===== config.mk =====
export PLATFORM = sky130hd
export DESIGN_NAME = sha256_round_ctrl
export DESIGN_NICKNAME = d
export VERILOG_FILES = /design/src/rtl/sha256_round_ctrl.sv
export SDC_FILE = /design/constraint.sdc
export NUM_CORES = 1
export LEC_CHECK = 0
export CAP_MARGIN = 20
export CELL_PAD_IN_SITES_DETAIL_PLACEMENT = 1
export CELL_PAD_IN_SITES_GLOBAL_PLACEMENT = 2
export CORE_UTILIZATION = 22
export CTS_CLUSTER_DIAMETER = 120
export DETAILED_ROUTE_END_ITERATION = 10
export PLACE_DENSITY_LB_ADDON = 0.1
export SKIP_CTS_REPAIR_TIMING = 1
export SYNTH_ARGS = -nofsm -noshare
export SYNTH_HDL_FRONTEND = slang
export SYNTH_SLANG_ARGS = --single-unit

===== constraint.sdc =====
create_clock -name clk -period 2.2 [get_ports clk]
set_input_delay 0.33 -clock clk [delete_from_list [all_inputs] [get_ports clk]]
set_output_delay 0.33 -clock clk [all_outputs]
set_load 0.01 [all_outputs]

===== src/rtl/sha256_round_ctrl.sv =====
// SHA-256 compression sequencer: block handshake, 64-round counter,
// W/K mux selects, load/round/update strobes and digest hand-off.
module sha256_round_ctrl #(
  parameter int ROUNDS = 64,
  parameter int CW     = 6
) (
  input  logic          clk,
  input  logic          reset,
  input  logic          msg_valid,
  input  logic          first_block,
  input  logic          last_block,
  output logic          msg_ready,
  input  logic          abort,
  output logic [CW-1:0] sel_w,
  output logic [CW-1:0] sel_k,
  output logic [CW-1:0] round_idx,
  output logic          init_iv,
  output logic          init_state,
  output logic          round_en,
  output logic          h_update,
  output logic          digest_valid,
  input  logic          digest_ready,
  output logic          busy
);

  typedef enum logic [2:0] {
    S_IDLE,
    S_INIT,
    S_ROUND,
    S_UPDATE,
    S_DONE
  } state_t;

  localparam logic [CW-1:0] LAST = CW'(ROUNDS - 1);

  state_t        r_state;
  state_t        w_next;
  logic [CW-1:0] r_cnt;
  logic [CW-1:0] w_cnt;
  logic          r_first;
  logic          r_last;
  logic          w_accept;
  logic          w_last_rnd;

  assign w_accept   = (r_state == S_IDLE) & msg_valid & ~abort;
  assign w_last_rnd = (r_cnt == LAST);

  always_ff @(posedge clk or negedge reset) begin
    if (!reset) begin
      r_state <= S_IDLE;
      r_cnt   <= '0;
      r_first <= 1'b0;
      r_last  <= 1'b0;
    end else begin
      r_state <= w_next;
      r_cnt   <= w_cnt;
      if (w_accept) begin
        r_first <= first_block;
        r_last  <= last_block;
      end
    end
  end

  always_comb begin
    w_next = r_state;
    w_cnt  = r_cnt;
    unique case (r_state)
      S_IDLE: begin
        if (msg_valid) w_next = S_INIT;
      end
      S_INIT: begin
        w_next = S_ROUND;
        w_cnt  = '0;
      end
      S_ROUND: begin
        if (w_last_rnd) begin
          w_next = S_UPDATE;
          w_cnt  = '0;
        end else begin
          w_cnt = r_cnt + 1'b1;
        end
      end
      S_UPDATE: begin
        w_next = r_last ? S_DONE : S_IDLE;
      end
      S_DONE: begin
        if (digest_ready) w_next = S_IDLE;
      end
      default: w_next = S_IDLE;
    endcase
    // abort overrides everything, including an IDLE accept
    if (abort) begin
      w_next = S_IDLE;
      w_cnt  = '0;
    end
  end

  assign msg_ready    = (r_state == S_IDLE);
  assign busy         = (r_state != S_IDLE);
  assign digest_valid = (r_state == S_DONE);

  assign init_iv    = (r_state == S_INIT) & r_first & ~abort;
  assign init_state = (r_state == S_INIT) & ~r_first & ~abort;
  assign round_en   = (r_state == S_ROUND) & ~abort;
  assign h_update   = (r_state == S_UPDATE) & ~abort;

  // K mux is reverse-indexed: select 63 picks K[0]
  assign round_idx = r_cnt;
  assign sel_w     = r_cnt;
  assign sel_k     = ~r_cnt;

endmodule


Yosys cells after proc, flatten, opt, wreduce, memory -nomap -nowiden
Index checks and enable logic that the tools add are counted.
{"block": "totals", "input_bits": 7, "elab_cells": 37, "output_inout_bits": 25, "reg_bits": 11}
{"block": "op_classes", "eq_ne": 8, "bitwise_logic": 11, "reduce_logical": 4, "add_sub_neg": 1, "n_mux": 9}
{"cell": "$mux W3", "count": 5}
{"cell": "$pmux W3 S5", "count": 1}
{"cell": "$mux W6", "count": 2}
{"cell": "$pmux W6 S2", "count": 1}
{"cell": "$and A1 B1 Y1", "count": 8}
{"cell": "$add A6 B1 Y6 const B", "count": 1}
{"cell": "$eq A3 B2 Y1 const B", "count": 2}
{"cell": "$eq A6 B6 Y1 const B", "count": 1}
{"cell": "$ne A3 B2 Y1 const B", "count": 2}
{"cell": "$not A6 Y6", "count": 1}
{"cell": "$reduce_bool A3 Y1", "count": 2}
{"cell": "$eq A3 B1 Y1 const B", "count": 1}
{"cell": "$eq A3 B3 Y1 const B", "count": 1}
{"cell": "$logic_not A3 Y1", "count": 1}
{"cell": "$ne A3 B3 Y1 const B", "count": 1}
{"cell": "$reduce_and A3 Y1", "count": 1}
{"cell": "$not A1 Y1", "count": 2}

Logic depth before layout (Yosys ltp)
Gate-level depths: netlist (run 1).
{"block": "depth", "depth_word": 4, "depth_mapped": 5, "ltp_nobuf": 4}

Worst setup path before layout (run 1)
OpenSTA, ideal clock, no wires.
{"block": "synth_path", "path_kind": "register to register", "from": "register r_state[2]", "to": "register r_cnt[5] (netlist: round_idx[5])", "setup_ns": 0.080, "setup_slack_ns": 0.537, "path_stages_with_launch": 5, "arrival_ns": 1.583, "required_time_ns": 2.120, "path_cell_list": "dfrtp_1 -> buf_6 -> or4b_4 -> or4_4 -> o211ai_2"}
{"block": "synth_via", "elab_chain_len": 3}
{"item": "from (decl)", "line": "36", "rtl": "state_t r_state;"}
{"item": "from (signal assigned)", "line": "55", "rtl": "r_state <= w_next;"}
{"item": "$eq A3 B2 Y1 / $eq A3 B1 Y1 (equally long branches)", "line": "67", "rtl": "unique case (r_state)"}
{"item": "$pmux W6 S2", "line": "67"}
{"item": "$mux W6", "line": "92", "rtl": "if (abort) begin"}
{"item": "to (signal assigned)", "line": "56", "rtl": "r_cnt <= w_cnt;"}
{"item": "to (decl)", "line": "38", "rtl": "logic [CW-1:0] r_cnt;"}
Parallel ways exist; a longest one is shown, timed or not.
A chain may end at the register's enable or synchronous reset.

Final worst setup path (run 1)
{"block": "layout_path", "from": "register r_state[2]", "to": "output init_iv"}
{"block": "layout_via", "elab_chain_len": 3}
{"item": "$eq A3 B1 Y1", "line": "102", "rtl": "assign init_iv = (r_state == S_INIT) & r_first & ~abort;"}
{"item": "$and A1 B1 Y1 (2 in a row)", "line": "102"}
{"item": "to (decl)", "line": "17", "rtl": "output logic init_iv,"}
Every way passes these cells.

==> metrics.sh, run 1 <==
FLOORPLAN.INITIALDENSITY=0.239
MIN-DELAY-START='abort'
YS_TYPES=29
FIRST_GLOBAL_VIAS=685
MIN_DELAY_PATH_DEPTH=2
CRITICALPATHCATEGORY='register to output pin'
DRT-WIRELENGTH-PER-CELL_UM=13.0
NET_COUNT_AFTER_SYNTHESIS=81
FINAL_HOLD_VIOL_COUNT=0
SYNTH_TOP_AREA_FRAC=0.407
CLOCK_TREE_FROM_TRITONCTS='yes'
R2R_SETUP_SLACK_NS=0.42
FINALCLOCKSKEW_NS=0.00840
REG_TO_REG_CRITICAL_PATH_ENDPOINT='round_idx[5]$_DFFE_PN0P_'
REPORT.POWER.TOTAL_W=0.000487
R2R_START='r_state[2]$_DFFE_PN0P_'
REG2REG_DEPTH=4
HOLDCRITPATHCLASS='primary input to register'
POWER.DENSITY_CELL_AREA_nW_PER_UM2=462
CTS_MADE_BUFFERS=3
DRTANTENNAVIOLNETS=0
GRT.TOTAL_USAGE=0.124
REMAINING_DRC_ERRORS=2
NETS=117
FAILING_CHECKS='DRC'
SYN-MEAN-INSTANCE-AREA_UM2=9.26
LAYOUT.CELL_AREA.NON_FILLER_UM2=1050
GRT_START_MAX_NET_PINS=12
DESIGN.PORTCOUNT=32
PLACE_AREA_UM2=1010
ROWS=19
SETUP_REPAIR_AFTER_GLOBAL_ROUTING_MISSED_ITS_MARGIN='false'
OUTCOME='finished, violations left'
FINALWEIGHTEDCONGESTION=0.768
SEQUENTIAL_CELL_AREA_UM2=277
GRT_PASS1_WL_UM=3140
CRITPATHMAXSTAGEDELAY_NS=0.56
FP.DIEW_UM=57.4
CLK_PIN_SLEW_NS=0.08
SYNTH_EDF_COUNT=0
MAXIMUM_CLOCK_FREQUENCY_MHz=483
CAP_VIOLATIONS=0
CTS_ROOT_BUF='sky130_fd_sc_hd__clkbuf_4'
CRITICAL_PATH.TOP_DELAY_FAMILY='buffers and inverters'
NUM_VIAS=639
FINAL-SETUP-VIOL-COUNT=0
END_KIND='output pin'
GRT_OVERFLOW_TOTAL=0
CRITPATHBUFINV=1
NUM-FILL-CELLS=335
DPL.HPWL_UM=1370
INITIALDRTVIOLATIONCOUNT=8
MULTI_INPUT_COMB_AREA_UM2=303
SKEW_PAIR_LATE_INSERTION_DELAY_NS=0.28
YS_ASYNC_SR_FRACTION=1.00
DRT_FIRST_PASS_ITERS=6
CHIPHEIGHT_UM=57.4
WORSTPATHCELLLIST='nor2_1, nand2_1, nor3b_1, clkdlybuf4s50_1'
CRITPATHSLOWESTCELL='sky130_fd_sc_hd__clkdlybuf4s50_1'
AREA_OF_THE_MAPPED_NETLIST_UM2=676
IR_DROP_mV=0.259
GRT_ANTENNA_BEFORE_REPAIR=0
BUFFER_PORTS.INSERTED=31
YOSYSWARNINGS=0
DRV_SLEW=0
WHS_ENDPOINT='r_state[2]$_DFFE_PN0P_'
CTS.SINK_COUNT=11
CRITPATHARRIVALTIME_NS=1.74
CP-STARTPOINT='r_state[2]$_DFFE_PN0P_'
DIE_AREA_UM2=3300
ROUTED_WL_UM=1810
POST_SYNTH_MAIN_AREA_CONTRIBUTORS='sky130_fd_sc_hd__dfrtp_1, sky130_fd_sc_hd__buf_4, sky130_fd_sc_hd__inv_1, sky130_fd_sc_hd__o211ai_1, sky130_fd_sc_hd__mux2_2'
CTS.PATH.MAX_BUFFERS=2
YS_SEQ_ELEMENTS=11
POSTSYNTHCELLCOUNT=73
ANTENNA_CELLS=0
VIA_PER_INST=4.60
PERIOD_NEEDED_NS=2.07
HTREEDEPTH=1
MAIN_FLOP_TYPE_AFTER_SYNTHESIS='sky130_fd_sc_hd__dfrtp_1'
LAYOUT-AREA-OVERHEAD-VS-SYNTH_PCT=55.9
TIMING.MAX_SLEW.REL_SLACK=0.636
TIMING.CRITICAL_PATH.FANOUT_MAX=5
LEAKAGE_nW=0.451
YOSYSSEQAREASHARE=0.407
WORST_SLEW_PIN_SLEW_NS=0.544
SYNTHDOMINANTAREACELLTYPE='sky130_fd_sc_hd__dfrtp_1'
CRITICAL_PATH_REQUIRED_NS=1.87
FINAL_LAYOUT_SIZE_SUFFIX_GT1_FRAC=0.157
START_KIND='register'
FP.COREAREA_UM2=2830
LAYOUT_WORST_PATH_CYCLE_SHARE=0.941
## synth_stat cells (2+ instances only)
cell type / n
sky130_fd_sc_hd__o21ai_0: 3
sky130_fd_sc_hd__o211ai_1: 4
sky130_fd_sc_hd__nor3_1: 3
sky130_fd_sc_hd__nor2_1: 3
sky130_fd_sc_hd__buf_4: 7
sky130_fd_sc_hd__xnor2_1: 2
sky130_fd_sc_hd__dfrtp_1: 11
sky130_fd_sc_hd__mux2_2: 2
sky130_fd_sc_hd__nand2_1: 4
sky130_fd_sc_hd__nand3_1: 4
sky130_fd_sc_hd__inv_1: 9
sky130_fd_sc_hd__a21oi_1: 4
## power breakdown
part / internal (W) / leakage (nW) / switching, W
sequential: 0.000217 / 0.146 / 0.0000125
combinational: 0.0000644 / 0.290 / 0.0000501
clock: 0.0000703 / 0.0150 / 0.0000726
## metrics by stage
stage	setup TNS [ns]	hold WS [ns]	setup slack [ns]	util	cells
after CTS	-0.0701	0.441	-0.0701	0.365	137
final	0	0.298	0.130	0.372	139
after global placement	-0.0589	0.503	-0.0589	0.356	133
after floorplan	0	0.0344	0.537	-	73
after global routing	0	0.346	0.0332	0.372	139
after detailed placement	-0.0683	0.524	-0.0683	0.356	133
## per-layer routing
metal  wire length [um]  global-route usage  vias up  part of all wire
li1                   -                   -      315                 -
met2                787               0.188       20              0.44
met1                894               0.168      302              0.49
met3                110              0.0522        2             0.061
met4                 17              0.0209        0            0.0094
met5                  0                   0        -                 0
## kinds of logic after synthesis
group	after synthesis	synth area share
fa+ha+maj	1	0.0185
flops	11	0.407
compound gates	16	0.157
mux	2	0.0333
simple gates	24	0.213
buf+inv	17	0.144
xor+xnor	2	0.0259
## how the worst max path moves through the flow
stage	endpoint	slack [ns]	cells past startpoint
floorplan	round_idx[5]$_DFFE_PN0P_	0.54	4
finish	init_iv	0.13	4
global route	init_iv	0.03	4
detailed placement	round_en	-0.07	4
CTS	round_en	-0.07	3
global placement	round_en	-0.06	4
## layout make-up
type                       count  share of cell area
clock buffer                   4              0.0249
inverter                       9              0.0321
multi-input combinational     45               0.287
sequential                    11               0.262
tap                           31              0.0368
timing repair buffer          39               0.356
## placed cells by master (no fill, tap or decap), drive strengths merged
cell	instances
a21oi	4
and2	1
and3b	1
buf	8
clkbuf	4
clkdlybuf4s50	29
dfrtp	11
dlymetal6s2s	2
ha	1
inv	9
mux2	2
nand2	4
nand2b	1
nand3	4
nand3b	1
nand4b	1
nor2	3
nor2b	1
nor3	3
nor3b	1
o211ai	5
o21a	1
o21ai	3
o21bai	1
o22ai	1
o31ai	1
or3	1
or4	1
or4b	1
xnor2	2
## sequential cells by signal, indices dropped and copies added (netlist names)
| signal | cells |
|---|---|
| r_state | 3 |
| r_first | 1 |
| round_idx | 6 |
| r_last | 1 |
## worst register-to-register path: stages (launching register included)
cell and delay [ns]:
sky130_fd_sc_hd__dfrtp_2 0.44, sky130_fd_sc_hd__or4b_4 0.52, sky130_fd_sc_hd__buf_4 0.16, sky130_fd_sc_hd__or4_4 0.51, sky130_fd_sc_hd__o211ai_2 0.07
No activity file was read; power rests on OpenSTA's default activity.
==> inputs of run 2 (changes only) <==
SETUP_SLACK_MARGIN = 0.4   (was not set)
==> run 2 against run 1 <==
Against the previous run:
- register-to-register slack is essentially flat
- critical path type unchanged
- setup slack gained 0.26 ns
- critical path depth shrank 1
- clock skew grew 0.0024 ns
- global-route usage is the same
- routed wire length grew 1.1%
- the flow still finishes with violations (DRC)
- critical endpoint is now round_en
- sequential power is essentially flat
- die area is the same
- fmax grew 14%
- non-clock buffer count is the same
- largest cell class unchanged
- cell count is the same
==> metrics.sh, run 2 (same netlist as run 1, synthesis figures left out) <==
OUTCOME='finished, violations left'
FAILING_CHECKS='DRC'
ROUTED_WL_UM=1830
LARGEST_REGISTER_FFS=6
WORSTPATHCELLLIST='or4b_4, inv_1, dlymetal6s2s_1'
CRITPATHSLOWESTCELL='sky130_fd_sc_hd__or4b_4'
FINALCLOCKSKEW_NS=0.0109
NUM_VIAS=640
MOSTFREQUENTLAYOUTCELLS='sky130_fd_sc_hd__clkdlybuf4s50_1, sky130_fd_sc_hd__inv_1, sky130_fd_sc_hd__dfrtp_1, sky130_fd_sc_hd__dlymetal6s2s_1, sky130_fd_sc_hd__buf_4'
CRITICAL_PATH_REQUIRED_NS=1.87
SKEW_PAIR_LATE_INSERTION_DELAY_NS=0.28
CLOCK_TREE_FROM_TRITONCTS='yes'
FLOORPLAN.INITIALDENSITY=0.239
DPL.HPWL_UM=1370
CTS.PATH.MAX_BUFFERS=2
GRT_PASS1_WL_UM=3140
LAYOUT-AREA-OVERHEAD-VS-SYNTH_PCT=59.4
DRTANTENNAVIOLNETS=0
WORST_SLEW_PIN_SLEW_NS=0.549
CRITICAL_PATH.TOP_DELAY_FAMILY='simple AND/OR/NAND/NOR gates'
GRT_OVERFLOW_TOTAL=0
DRV_SLEW=0
BUFFER_PORTS.INSERTED=31
FINAL-SETUP-VIOL-COUNT=0
LAYOUT.CELLS.MOST_COMMON='sky130_fd_sc_hd__clkdlybuf4s50_1'
HOLDCRITPATHCLASS='primary input to register'
FINAL_HOLD_VIOL_COUNT=0
POWER.DENSITY_CELL_AREA_nW_PER_UM2=454
FP.COREAREA_UM2=2830
TIMING.MAX_SLEW.REL_SLACK=0.633
ANTENNA_CELLS=0
CAP_VIOLATIONS=0
CTS_ROOT_BUF='sky130_fd_sc_hd__clkbuf_4'
PLACE_AREA_UM2=1010
REMAINING_DRC_ERRORS=2
FINAL_LAYOUT_SIZE_SUFFIX_GT1_FRAC=0.185
PERIOD_NEEDED_NS=1.81
INITIALDRTVIOLATIONCOUNT=8
CRITICALPATHCATEGORY='register to output pin'
CHIPHEIGHT_UM=57.4
CRITPATHBUFINV=2
HTREEDEPTH=1
ROWS=19
LEAKAGE_nW=0.543
NETS=117
END_KIND='output pin'
FINAL.SETUP.TNS_NS=0
GRT_ANTENNA_BEFORE_REPAIR=0
CTS_MADE_BUFFERS=3
LAYOUT.CELL_AREA.NON_FILLER_UM2=1080
DIE_AREA_UM2=3300
IR_DROP_mV=0.260
TIMING.CRITICAL_PATH.FANOUT_MAX=5
CTS.SINK_COUNT=11
DRT-WIRELENGTH-PER-CELL_UM=13.2
FP.DIEW_UM=57.4
DRT_FIRST_PASS_ITERS=6
CRITPATHARRIVALTIME_NS=1.48
LAYOUT_WORST_PATH_CYCLE_SHARE=0.824
START_KIND='register'
GRT_START_MAX_NET_PINS=12
SETUP_REPAIR_AFTER_GLOBAL_ROUTING_MISSED_ITS_MARGIN='true'
MAXIMUM_CLOCK_FREQUENCY_MHz=552
CRITPATHMAXSTAGEDELAY_NS=0.52
FINALWEIGHTEDCONGESTION=0.768
DESIGN.PORTCOUNT=32
GRT.TOTAL_USAGE=0.124
VIA_PER_INST=4.60
FIRST_GLOBAL_VIAS=685
CLK_PIN_SLEW_NS=0.08
[run 2: cell count changes in the layout (fill, tap and decap cells not counted), sizes merged]
cell and delta:
clkdlybuf4s50 -6, dlymetal6s2s +6
[run 2: worst register-to-register path: stages, from the launching register on]
cell                       delay (ns)
sky130_fd_sc_hd__dfrtp_2         0.44
sky130_fd_sc_hd__or4b_4          0.52
sky130_fd_sc_hd__buf_4           0.16
sky130_fd_sc_hd__or4_4           0.51
sky130_fd_sc_hd__o211ai_2        0.07
[run 2: per-layer routing]
metal | part of all wire | global-route usage | vias to the layer above
li1 | - | - | 314
met1 | 0.48 | 0.168 | 304
met2 | 0.45 | 0.188 | 20
met3 | 0.057 | 0.0522 | 2
met4 | 0.0093 | 0.0209 | 0
met5 | 0 | 0 | -
[run 2: metrics by stage]
| stage | utilization | cells | hold WS, ns | total power, W | setup WS [ns] |
|---|---|---|---|---|---|
| after floorplan | - | 73 | 0.0344 | 0.000286 | 0.537 |
| after global placement | 0.356 | 133 | 0.503 | 0.000348 | -0.0589 |
| after detailed placement | 0.356 | 133 | 0.524 | 0.000350 | -0.0683 |
| after CTS | 0.365 | 137 | 0.441 | 0.000496 | -0.0701 |
| after global routing | 0.381 | 139 | 0.353 | 0.000519 | 0.334 |
| final | 0.381 | 139 | 0.307 | 0.000490 | 0.388 |
[run 2: final timing paths]
path | from | endpoint | slack, ns | cells past startpoint
setup reg to reg | r_state[2]$_DFFE_PN0P_ | round_idx[5]$_DFFE_PN0P_ | 0.43 | 4
hold / removal | abort | r_state[2]$_DFFE_PN0P_ | 0.31 | 2
max in group asynchronous | reset | round_idx[0]$_DFFE_PN0P_ | 1.39 | 1
min in group asynchronous | reset | r_state[1]$_DFFE_PN0P_ | 0.40 | 1
setup / recovery | r_state[2]$_DFFE_PN0P_ | round_en | 0.39 | 3
hold reg to reg | r_last$_DFFE_PN0P_ | r_last$_DFFE_PN0P_ | 0.54 | 1
[run 2: layout make-up]
| type | count | area [um^2] |
|---|---|---|
| fill | 325 | 1750 |
| timing repair buffer | 39 | 390 |
| multi-input combinational | 45 | 310 |
| sequential | 11 | 278 |
| tap | 31 | 38.8 |
| inverter | 9 | 33.8 |
| clock buffer | 4 | 26.3 |
[run 2: where the power goes]
part | switching [W] | internal, W | leakage (nW)
Sequential | 0.0000127 | 0.000217 | 0.144
Combinational | 0.0000511 | 0.0000638 | 0.383
Clock | 0.0000748 | 0.0000703 | 0.0150
